$ cat config.mk
export PLATFORM = sky130hd
export DESIGN_NAME = logic_eval_sweep
export DESIGN_NICKNAME = d
export VERILOG_FILES = /design/src/rtl/logic_eval_sweep.sv
export SDC_FILE = /design/constraint.sdc
export NUM_CORES = 1
export LEC_CHECK = 0
export CORE_AREA = 2 2 54 56
export DETAILED_ROUTE_END_ITERATION = 10
export DIE_AREA = 0 0 56 58
export GPL_ROUTABILITY_DRIVEN = 0
export PLACE_DENSITY = 0.76
export SYNTH_ARGS = -nofsm -noshare
export SYNTH_HDL_FRONTEND = slang
export SYNTH_SLANG_ARGS = --single-unit
$ cat constraint.sdc
create_clock -name clk -period 2.4 [get_ports clk]
set_clock_uncertainty 0.05 [all_clocks]
set_input_delay 0.36 -clock clk [delete_from_list [all_inputs] [get_ports clk]]
set_output_delay 0.36 -clock clk [all_outputs]
set_load 0.02 [all_outputs]
$ cat src/rtl/logic_eval_sweep.sv
// Bitwise logic evaluator with a valid/ready result register and a truth-table
// sweep mode that walks the selected function through all four (a,b) bit combinations.
module logic_eval_sweep #(
   parameter int WIDTH = 4
) (
   input  logic             clk,
   input  logic             rst_n,
   input  logic             in_valid,
   output logic             in_ready,
   input  logic [2:0]       op,
   input  logic [WIDTH-1:0] a,
   input  logic [WIDTH-1:0] b,
   output logic             out_valid,
   input  logic             out_ready,
   output logic [WIDTH-1:0] s,
   output logic [1:0]       out_idx,
   input  logic             sweep_start,
   output logic             sweep_busy,
   output logic             sweep_done
);

   typedef enum logic [1:0] {IDLE, SWEEP, DONE} state_t;

   state_t     state;
   logic [2:0] sweep_op;
   logic [1:0] k;
   logic       last_loaded;

   logic out_free;
   logic in_xfer;
   logic sweep_load;

   function automatic logic [WIDTH-1:0] eval_op(input logic [2:0] f,
                                                input logic [WIDTH-1:0] x,
                                                input logic [WIDTH-1:0] y);
      logic [WIDTH-1:0] r;
      r = '0;
      case (f)
         3'd0: r = x & y;
         3'd1: r = x | y;
         3'd2: r = ~(x & y);
         3'd3: r = ~(x | y);
         3'd4: r = x ^ y;
         3'd5: r = ~(x ^ y);
         3'd6: r = x & ~y;
         3'd7: r = ~x & y;
         default: r = '0;
      endcase
      return r;
   endfunction

   // The result register can take new data when empty or being drained this cycle.
   assign out_free   = !out_valid || out_ready;
   assign in_ready   = (state == IDLE) && !sweep_start && out_free;
   assign in_xfer    = in_valid && in_ready;
   assign sweep_load = (state == SWEEP) && !last_loaded && out_free;
   assign sweep_busy = (state != IDLE);
   assign sweep_done = (state == DONE);

   // last_loaded marks that step 3 is in the register, so k can stay at 3 without wrapping.
   always_ff @(posedge clk or negedge rst_n) begin
      if (!rst_n) begin
         state       <= IDLE;
         sweep_op    <= '0;
         k           <= '0;
         last_loaded <= 1'b0;
         s           <= '0;
         out_idx     <= '0;
         out_valid   <= 1'b0;
      end else begin
         if (out_valid && out_ready)
            out_valid <= 1'b0;
         case (state)
            IDLE: begin
               if (in_xfer) begin
                  s         <= eval_op(op, a, b);
                  out_idx   <= 2'd0;
                  out_valid <= 1'b1;
               end else if (sweep_start && out_free) begin
                  state       <= SWEEP;
                  sweep_op    <= op;
                  k           <= 2'd0;
                  last_loaded <= 1'b0;
               end
            end
            SWEEP: begin
               if (sweep_load) begin
                  s         <= eval_op(sweep_op, {WIDTH{k[1]}}, {WIDTH{k[0]}});
                  out_idx   <= k;
                  out_valid <= 1'b1;
                  if (k == 2'd3)
                     last_loaded <= 1'b1;
                  else
                     k <= k + 2'd1;
               end else if (last_loaded && out_valid && out_ready) begin
                  state <= DONE;
               end
            end
            DONE: begin
               state       <= IDLE;
               k           <= 2'd0;
               last_loaded <= 1'b0;
            end
            default: state <= IDLE;
         endcase
      end
   end

endmodule

# Word-level counts from Yosys, hierarchy flattened
# Index checks and enable logic that the tools add are counted.
# Widths: inputs -> output; s select.
[totals]
wordCells = 105
ff_bits = 15
inputBits = 16
[classes]
add_sub_neg = 1
n_eq_ne = 25
n_reduce_logical = 24
n_mux = 27
n_bitwise = 21
[ops]
columns = ["operator", "count"]
rows = [
  ["$pmux 4 s8", 2],
  ["$not 4->4", 10],
  ["$and 4x4->4", 6],
  ["$eq 3x3->1 const B", 8],
  ["$mux 2", 10],
  ["$eq 3x2->1 const B", 4],
  ["$ne 2x2->1 const B", 5],
  ["$reduce_and 5->1", 2],
  ["$logic_and 1x1->1", 9],
  ["$mux 4", 2],
  ["$or 4x4->4", 2],
  ["$pmux 2 s2", 2],
  ["$pmux 4 s2", 1],
  ["$xor 4x4->4", 2],
  ["$mux 1", 7],
  ["$eq 3x1->1 const B", 2],
  ["$logic_not 3->1", 2],
  ["$ne 2x1->1 const B", 3],
  ["$pmux 2 s3", 1],
  ["$reduce_and 3->1", 2],
  ["$eq 2x2->1 const B", 2],
  ["$reduce_and 4->1", 1],
  ["$reduce_bool 2->1", 2],
  ["$logic_not 1->1", 3],
  ["8 further kinds", 8],
]

# Logic depth before layout (Yosys ltp)
# Gate-level depths: netlist of the first run.
[depth]
word_depth = 6
ltp_mapped = 7

# Least setup slack after synthesis of the first run
# OpenSTA, ideal clock, no wires.
[synth_timing]
path_type = "reg-to-reg"
start = "register k[0]"
end = "register s[2]"
path_stages_with_launch = 8
setup_slack_ns = 0.564
required_time_ns = 2.283
t_arrival_ns = 1.719
path_buffers = 0
setup_ns = 0.067
cell_sequence = "dfrtp_1 > inv_1 > ha_1 > nor2b_1 > a21o_1 > a311o_1 > a211o_1 > nand3_2"
[synth_between]
elab_chain_len = 5
elab_cells_between_ends = 12
[synth_lines]
columns = ["element", "line", "source"]
rows = [
  ["from (decl)", "26", "logic [1:0] k;"],
  ["from (signal assigned)", "94", "k <= k + 2'd1;"],
  ["$not 4->4 (tied with other cells)", "45", "3'd6: r = x & ~y;"],
  ["$and 4x4->4 (tied with other cells)", "45", ""],
  ["$pmux 4 s8 (*)", "38", "case (f)"],
  ["$mux 4 (*)", "87", "if (sweep_load) begin"],
  ["$pmux 4 s2 (*)", "73", "case (state)"],
  ["to (signal assigned)", "76", "s <= eval_op(op, a, b);"],
  ["to (signal assigned)", "88", "s <= eval_op(sweep_op, {WIDTH{k[1]}}, {WIDTH{k[0]}});"],
  ["to (decl)", "15", "output logic [WIDTH-1:0] s,"],
]
# Mark *: on every way between the ends. The rest lies on a longest branch, timed or not. The select of a mux whose other input is x is not followed.
# A chain may end at the register's enable or synchronous reset.

# Worst setup path after layout of the first run
[layout_timing]
start = "register state[1]"
end = "output port in_ready"
[layout_between]
elab_chain_len = 3
[layout_lines]
columns = ["element", "line", "source"]
rows = [
  ["from (decl)", "24", "state_t state;"],
  ["from (signal assigned)", "63", "state <= IDLE;"],
  ["from (signal assigned)", "80", "state <= SWEEP;"],
  ["from (signal assigned)", "96", "state <= DONE;"],
  ["$logic_not 2->1", "54", "assign in_ready = (state == IDLE) && !sweep_start && out_free;"],
  ["$logic_and 1x1->1 (2 in a row)", "54", ""],
  ["to (decl)", "9", "output logic in_ready,"],
]
# Every way passes these cells.

==> impl_metrics.yaml, run 1 <==
cells_and_area:
  drive_above_1_share: 0.100
  area_delta_synth_final_pct: 23.4
  num-nets-final: 207
  antenna_cells: 0
  final_util: 0.602
yosys:
  synth_adder_area_share: 0.193
  synth.avg_cell_area_sq_um: 8.96
  synth_area_sq_mm: 0.00130
  synth_compound_area_frac: 0.160
  synth.yosys.seq_area_share: 0.289
  synth_top_family_by_area: "simple AND/OR/NAND/NOR gates"
  synth_cells: 145
  synth-xor-area-share: 0.00674
  synthSimpleGateAreaFrac: 0.200
  yosysUniqueCellTypes: 37
  synth.area.mux_share: 0.0925
  synth_seq_cells: 15
  synth_fp_nets: 181
  ys_warn_count: 0
cts:
  clk_pin_slew_ns: 0.10
  clock-sinks: 15
  post-cts-setup-buffers: 0
  cts_tree: "done"
  cts_htree_levels: 1
  clockBufferDepth: 2
  insertion_delay_ns: 0.28
  cts_root_buffer: "clkbuf_4"
  cts_resized: 0
  cts_buffers: 3
  cts_hold_repair.buffers: 0
drt:
  drt_iter0_markers: 29
  drt_pass1_iterations: 4
  drt_wl_total_mm: 2.83
  drc: 0
  dr_total_vias: 1136
  vias_per_cell: 5.65
  ant_nets: 0
  wl_per_cell_um: 14.1
sta:
  final_max_slew_viol_count: 0
  fmax_mhz: 454
  period_minus_slack_ns: 2.20
  grt_setup_unrepaired: "false"
  setup_viol_count_final: 0
  hold_viol: 0
  final.period_utilization: 0.918
  tns_ns: 0
  worst_slew_pin_slew_ns: 0.668
  relSlewSlack: 0.553
min_path:
  hold_class: "input port to async pin"
power:
  p_leak_nw: 0.755
  p_per_area_mw_per_mm2: 876
  ir_worst_vdd_uv: 519
die:
  die_area_sq_mm: 0.00325
  ios: 26
  dieHeight_um: 58
  rows: 19
  start_util: 0.488
  die_w_um: 56
  coreArea_sq_mm: 0.00266
global_routing:
  track_usage: 0.192
  grt_pass1_wl_mm: 4.90
  grt_max_degree: 20
  grt_pass1_vias: 1084
  grt_overflow: 0
  antenna_found_initial: 0
setup_path:
  critical_path.top_delay_family: "buffers and inverters"
  crit_path_cell_trace: "nor2_2 -> inv_1 -> nor3_1 -> clkdlybuf4s50_1"
  critPathKind: "register to output pin"
  worst-r2r-cell-count: 7
  crit_arrival_ns: 1.79
  cp_slowest_stage_delay_ns: 0.63
  regToRegSetupSlack_ns: 0.40
  cp_slowest_cell: "clkdlybuf4s50_1"
  cp_data_required_time_ns: 1.99
  cp_num_buf_inv: 2
  cp-start-kind: "register"
  endpoint_kind: "output pin"
  crit_cells: 4
  crit_fanout: 8
place:
  io_buffers: 25
  dpl.hpwl_mm: 2.24
status:
  outcome: "completed"
job:
  drv_cap: 0
==> placed cells by master, fill, tap and decap left out, types with 4 or more instances in the layout <==
| cell | instances |
|---|---|
| o221ai_1 | 4 |
| nor2_1 | 12 |
| nor2b_1 | 6 |
| ha_1 | 20 |
| clkdlybuf4s50_1 | 25 |
| nand3_1 | 5 |
| nand2_1 | 12 |
| dfrtp_1 | 15 |
| mux2_2 | 6 |
| o22ai_1 | 4 |
| inv_1 | 13 |
| a21oi_1 | 7 |
==> path summary, 6_finish.rpt <==
check                           start          end
setup / recovery             state[1]     in_ready
hold / removal                  rst_n   out_idx[0]
setup reg to reg                 k[0]         s[1]
hold reg to reg            out_idx[0]   out_idx[0]
max in group asynchronous       rst_n  last_loaded
min in group clk           out_idx[0]   out_idx[0]
==> sequential cells by signal, summed over array words and instances (netlist names) <==
register	cells
out_valid	1
s	4
state	2
k	2
sweep_op	3
last_loaded	1
out_idx	2
==> where the power goes <==
part	total, W	internal, W	switching, W
Combinational	0.000785	0.000370	0.000416
Clock	0.000148	0.0000620	0.0000858
Sequential	0.000471	0.000363	0.000108
==> layout make-up <==
| type | count | area, sq um |
|---|---|---|
| inverter | 13 | 48.8 |
| tap | 31 | 38.8 |
| fill | 247 | 1060 |
| clock buffer | 3 | 22.5 |
| sequential | 15 | 375 |
| clock inverter | 1 | 5.00 |
| multi-input combinational | 111 | 847 |
| timing repair buffer | 27 | 265 |
==> through the flow <==
step | worst slack (ns) | total power [W] | cell area, sq um | hold WS (ns) | cells
3_5_place_dp | 0.222 | 0.00126 | 1580 | 0.431 | 197
2_1_floorplan | 0.564 | 0.000985 | 1300 | 0.0144 | 145
6_report | 0.198 | 0.00140 | 1600 | 0.416 | 201
5_1_grt | 0.0485 | 0.00152 | 1600 | 0.479 | 201
4_1_cts | 0.182 | 0.00141 | 1600 | 0.435 | 201
3_3_place_gp | 0.286 | 0.00123 | 1580 | 0.416 | 197
==> synth_stat cells <==
| cell | instances | share of area |
|---|---|---|
| a31oi_1 | 1 | 0.0048 |
| nand2_1 | 12 | 0.035 |
| a2111oi_0 | 1 | 0.0067 |
| nor2_1 | 12 | 0.035 |
| clkbuf_1 | 2 | 0.0058 |
| mux2i_1 | 3 | 0.023 |
| and2_1 | 1 | 0.0048 |
| dfrtp_1 | 15 | 0.29 |
| nand3_2 | 1 | 0.0077 |
| o221ai_1 | 4 | 0.027 |
| inv_1 | 13 | 0.038 |
| a21o_1 | 1 | 0.0058 |
| nand2b_2 | 1 | 0.0067 |
| nor3b_1 | 2 | 0.012 |
| a311o_1 | 1 | 0.0077 |
| nor2_4 | 1 | 0.0087 |
| o22ai_1 | 4 | 0.019 |
| mux2_1 | 2 | 0.017 |
| nor2_2 | 1 | 0.0048 |
| a211o_1 | 1 | 0.0067 |
| ha_1 | 20 | 0.19 |
| o21ai_0 | 3 | 0.012 |
| nor3_1 | 1 | 0.0038 |
| buf_2 | 4 | 0.015 |
| o22a_1 | 1 | 0.0067 |
| and4b_1 | 1 | 0.0077 |
| a32o_1 | 1 | 0.0077 |
| or3_1 | 1 | 0.0048 |
| nand2b_1 | 3 | 0.014 |
| a21oi_1 | 7 | 0.027 |
| xnor2_1 | 1 | 0.0067 |
| mux2_2 | 6 | 0.052 |
| a211oi_1 | 3 | 0.017 |
| nor2b_1 | 6 | 0.029 |
| o31ai_1 | 2 | 0.012 |
| nand3_1 | 5 | 0.019 |
| nor3_2 | 1 | 0.0077 |
==> layer usage <==
layer	up-vias	GRT usage	share of wire
li1	561	-	-
met1	530	0.234	0.42
met2	39	0.331	0.51
met3	6	0.0357	0.049
met4	0	0.0850	0.019
met5	-	0	0
==> kinds of logic (layout without fill, tap and decap cells) <==
family / Yosys count / count (layout)
muxes: 11 / 11
DFF: 15 / 15
AOI/OAI and AO/OA: 30 / 30
buffers and inverters: 19 / 44
and+or+nand+nor: 49 / 49
adders and majority gates: 20 / 20
xor gates and xnor gates: 1 / 1
(Power assumes the default switching activity.)
==> run 2, diff against run 1 <==
- CORE_AREA: 2 2 54 56 -> 2 2 57 59
- DIE_AREA: 0 0 56 58 -> 0 0 59 61
- PLACE_DENSITY: 0.76 -> 0.72
- clock period: 2.4 -> 2 ns (I/O delays scaled with it)
==> impl_metrics.yaml, run 2 (synthesized netlist as in run 1, its figures left out) <==
status:
  outcome: "completed"
setup_path:
  endpoint_kind: "output pin"
  cp_num_buf_inv: 2
  crit_fanout: 8
  critical_path.top_delay_family: "buffers and inverters"
  cp-start-kind: "register"
  cp_data_required_time_ns: 1.65
  cp_slowest_stage_delay_ns: 0.60
  crit_arrival_ns: 1.55
  cp_slowest_cell: "clkdlybuf4s50_1"
  regToRegSetupSlack_ns: 0.12
  crit_path_cell_trace: "buf_4 -> nor2b_1 -> clkdlybuf4s50_1"
  critPathKind: "register to output pin"
global_routing:
  grt_pass1_wl_mm: 4.93
  met2_usage: 0.351
  antenna_found_initial: 0
  grt_max_degree: 16
  grt_overflow: 0
  track_usage: 0.173
  grt_pass1_vias: 1235
  grt.busiest_layer: "met2"
  grtUsageMet1: 0.186
  grt_use_met3: 0.0171
drt:
  drc: 0
  drt_wl_total_mm: 2.82
  vias_per_cell: 5.39
  dr_total_vias: 1197
  drt_pass1_iterations: 4
  wl_per_cell_um: 12.7
  drt_iter0_markers: 29
  ant_nets: 0
sta:
  setup_viol_count_final: 0
  final.period_utilization: 0.949
  fmax_mhz: 527
  period_minus_slack_ns: 1.90
  grt_setup_unrepaired: "false"
  worst_slew_pin_slew_ns: 0.673
  hold_viol: 0
  final_max_slew_viol_count: 0
  relSlewSlack: 0.550
  tns_ns: 0
place:
  dpl.hpwl_mm: 2.27
  dpl-instance-area_sq_mm: 0.00171
  io_buffers: 25
  dp_cells: 217
cells_and_area:
  top_register: "s"
  final_common_cell: "clkdlybuf4s50_1"
  layout_common_cells: "24 x clkdlybuf4s50_1, 21 x buf_4, 20 x ha_1, 15 x dfrtp_1"
  largest_register_ffs: 4
  regArea_sq_um: 375
  reg_top3: "s: 4 flops, sweep_op: 3 flops"
  antenna_cells: 0
  num-nets-final: 226
  fillers: 276
  drive_above_1_share: 0.196
  area_delta_synth_final_pct: 34.6
  multi_input_area_sq_um: 848
  postLayoutCellArea_sq_mm: 0.00175
  instances_no_fill: 222
  final_util: 0.592
power:
  combPwrFrac: 0.601
  p_per_area_mw_per_mm2: 1030
  p_leak_nw: 0.852
  swShare: 0.418
  fin_total_pwr_w: 0.00179
  p_sw_w: 0.000750
  ir_worst_vdd_uv: 352
  p_clk_frac: 0.097
  intPower_w: 0.00104
  pwr-share-seq: 0.302
cts:
  cts_buffers: 3
  clock-sinks: 15
  cts_htree_levels: 1
  cts_hold_repair.buffers: 0
  cts_root_buffer: "clkbuf_4"
  cts_tree: "done"
  clk_pin_slew_ns: 0.10
  insertion_delay_ns: 0.29
  clockBufferDepth: 2
die:
  rows: 20
  dieHeight_um: 61
  die_w_um: 59
  ios: 26
  die_area_sq_mm: 0.00360
  start_util: 0.440
  coreArea_sq_mm: 0.00295
job:
  drv_cap: 0
min_path:
  hold_class: "input port to async pin"
[run 2: path summary, 6_finish.rpt]
path                            startpoint           to  cells after the start
max in group asynchronous            rst_n  last_loaded                      1
worst max register to register        k[0]         s[1]                      7
worst min register to register  out_idx[0]   out_idx[0]                      2
min in group clk                out_idx[0]   out_idx[0]                      2
worst min-delay path                 rst_n   out_idx[0]                      1
worst max-delay path              state[0]   sweep_done                      3
[run 2: repair_timing]
item,4_1_cts,5_1_grt
endpoints found under the hold margin,0,0
endpoints found under the setup margin,1,4
setup buffers,0,1
gates resized for setup,1,2
pin swaps,0,1
cloned,0,0
[run 2: layout make-up]
cell class              count  share of cell area
clock inverters             1             0.00286
repair buffers             46               0.233
well taps                  33              0.0236
inverters                  13              0.0279
multi-input cells         111               0.485
flip-flops and latches     15               0.215
clock buffers               3              0.0129
[run 2: power groups by stage]
stage | registers, W | logic (W) | clock network, W
after floorplan | 0.000597 | 0.000586 | 0
after global placement | 0.000538 | 0.00104 | 0
after detailed placement | 0.000549 | 0.00106 | 0
after CTS | 0.000545 | 0.00106 | 0.000177
after global routing | 0.000558 | 0.00120 | 0.000187
final | 0.000541 | 0.00108 | 0.000175
[run 2: stage by stage]
step,worst slack [ns],hold slack [ns]
after floorplan,0.164,-0.0456
after global placement,0.00496,0.415
after detailed placement,-0.0218,0.426
after CTS,0.0235,0.388
after global routing,0.0211,0.416
final,0.102,0.362
[run 2: routing by layer]
layer	wire, um	part of all wire	up-vias
met4	17	0.0060	0
met3	109	0.039	2
met2	1520	0.54	36
met5	0	0	-
met1	1180	0.42	564
li1	-	-	595
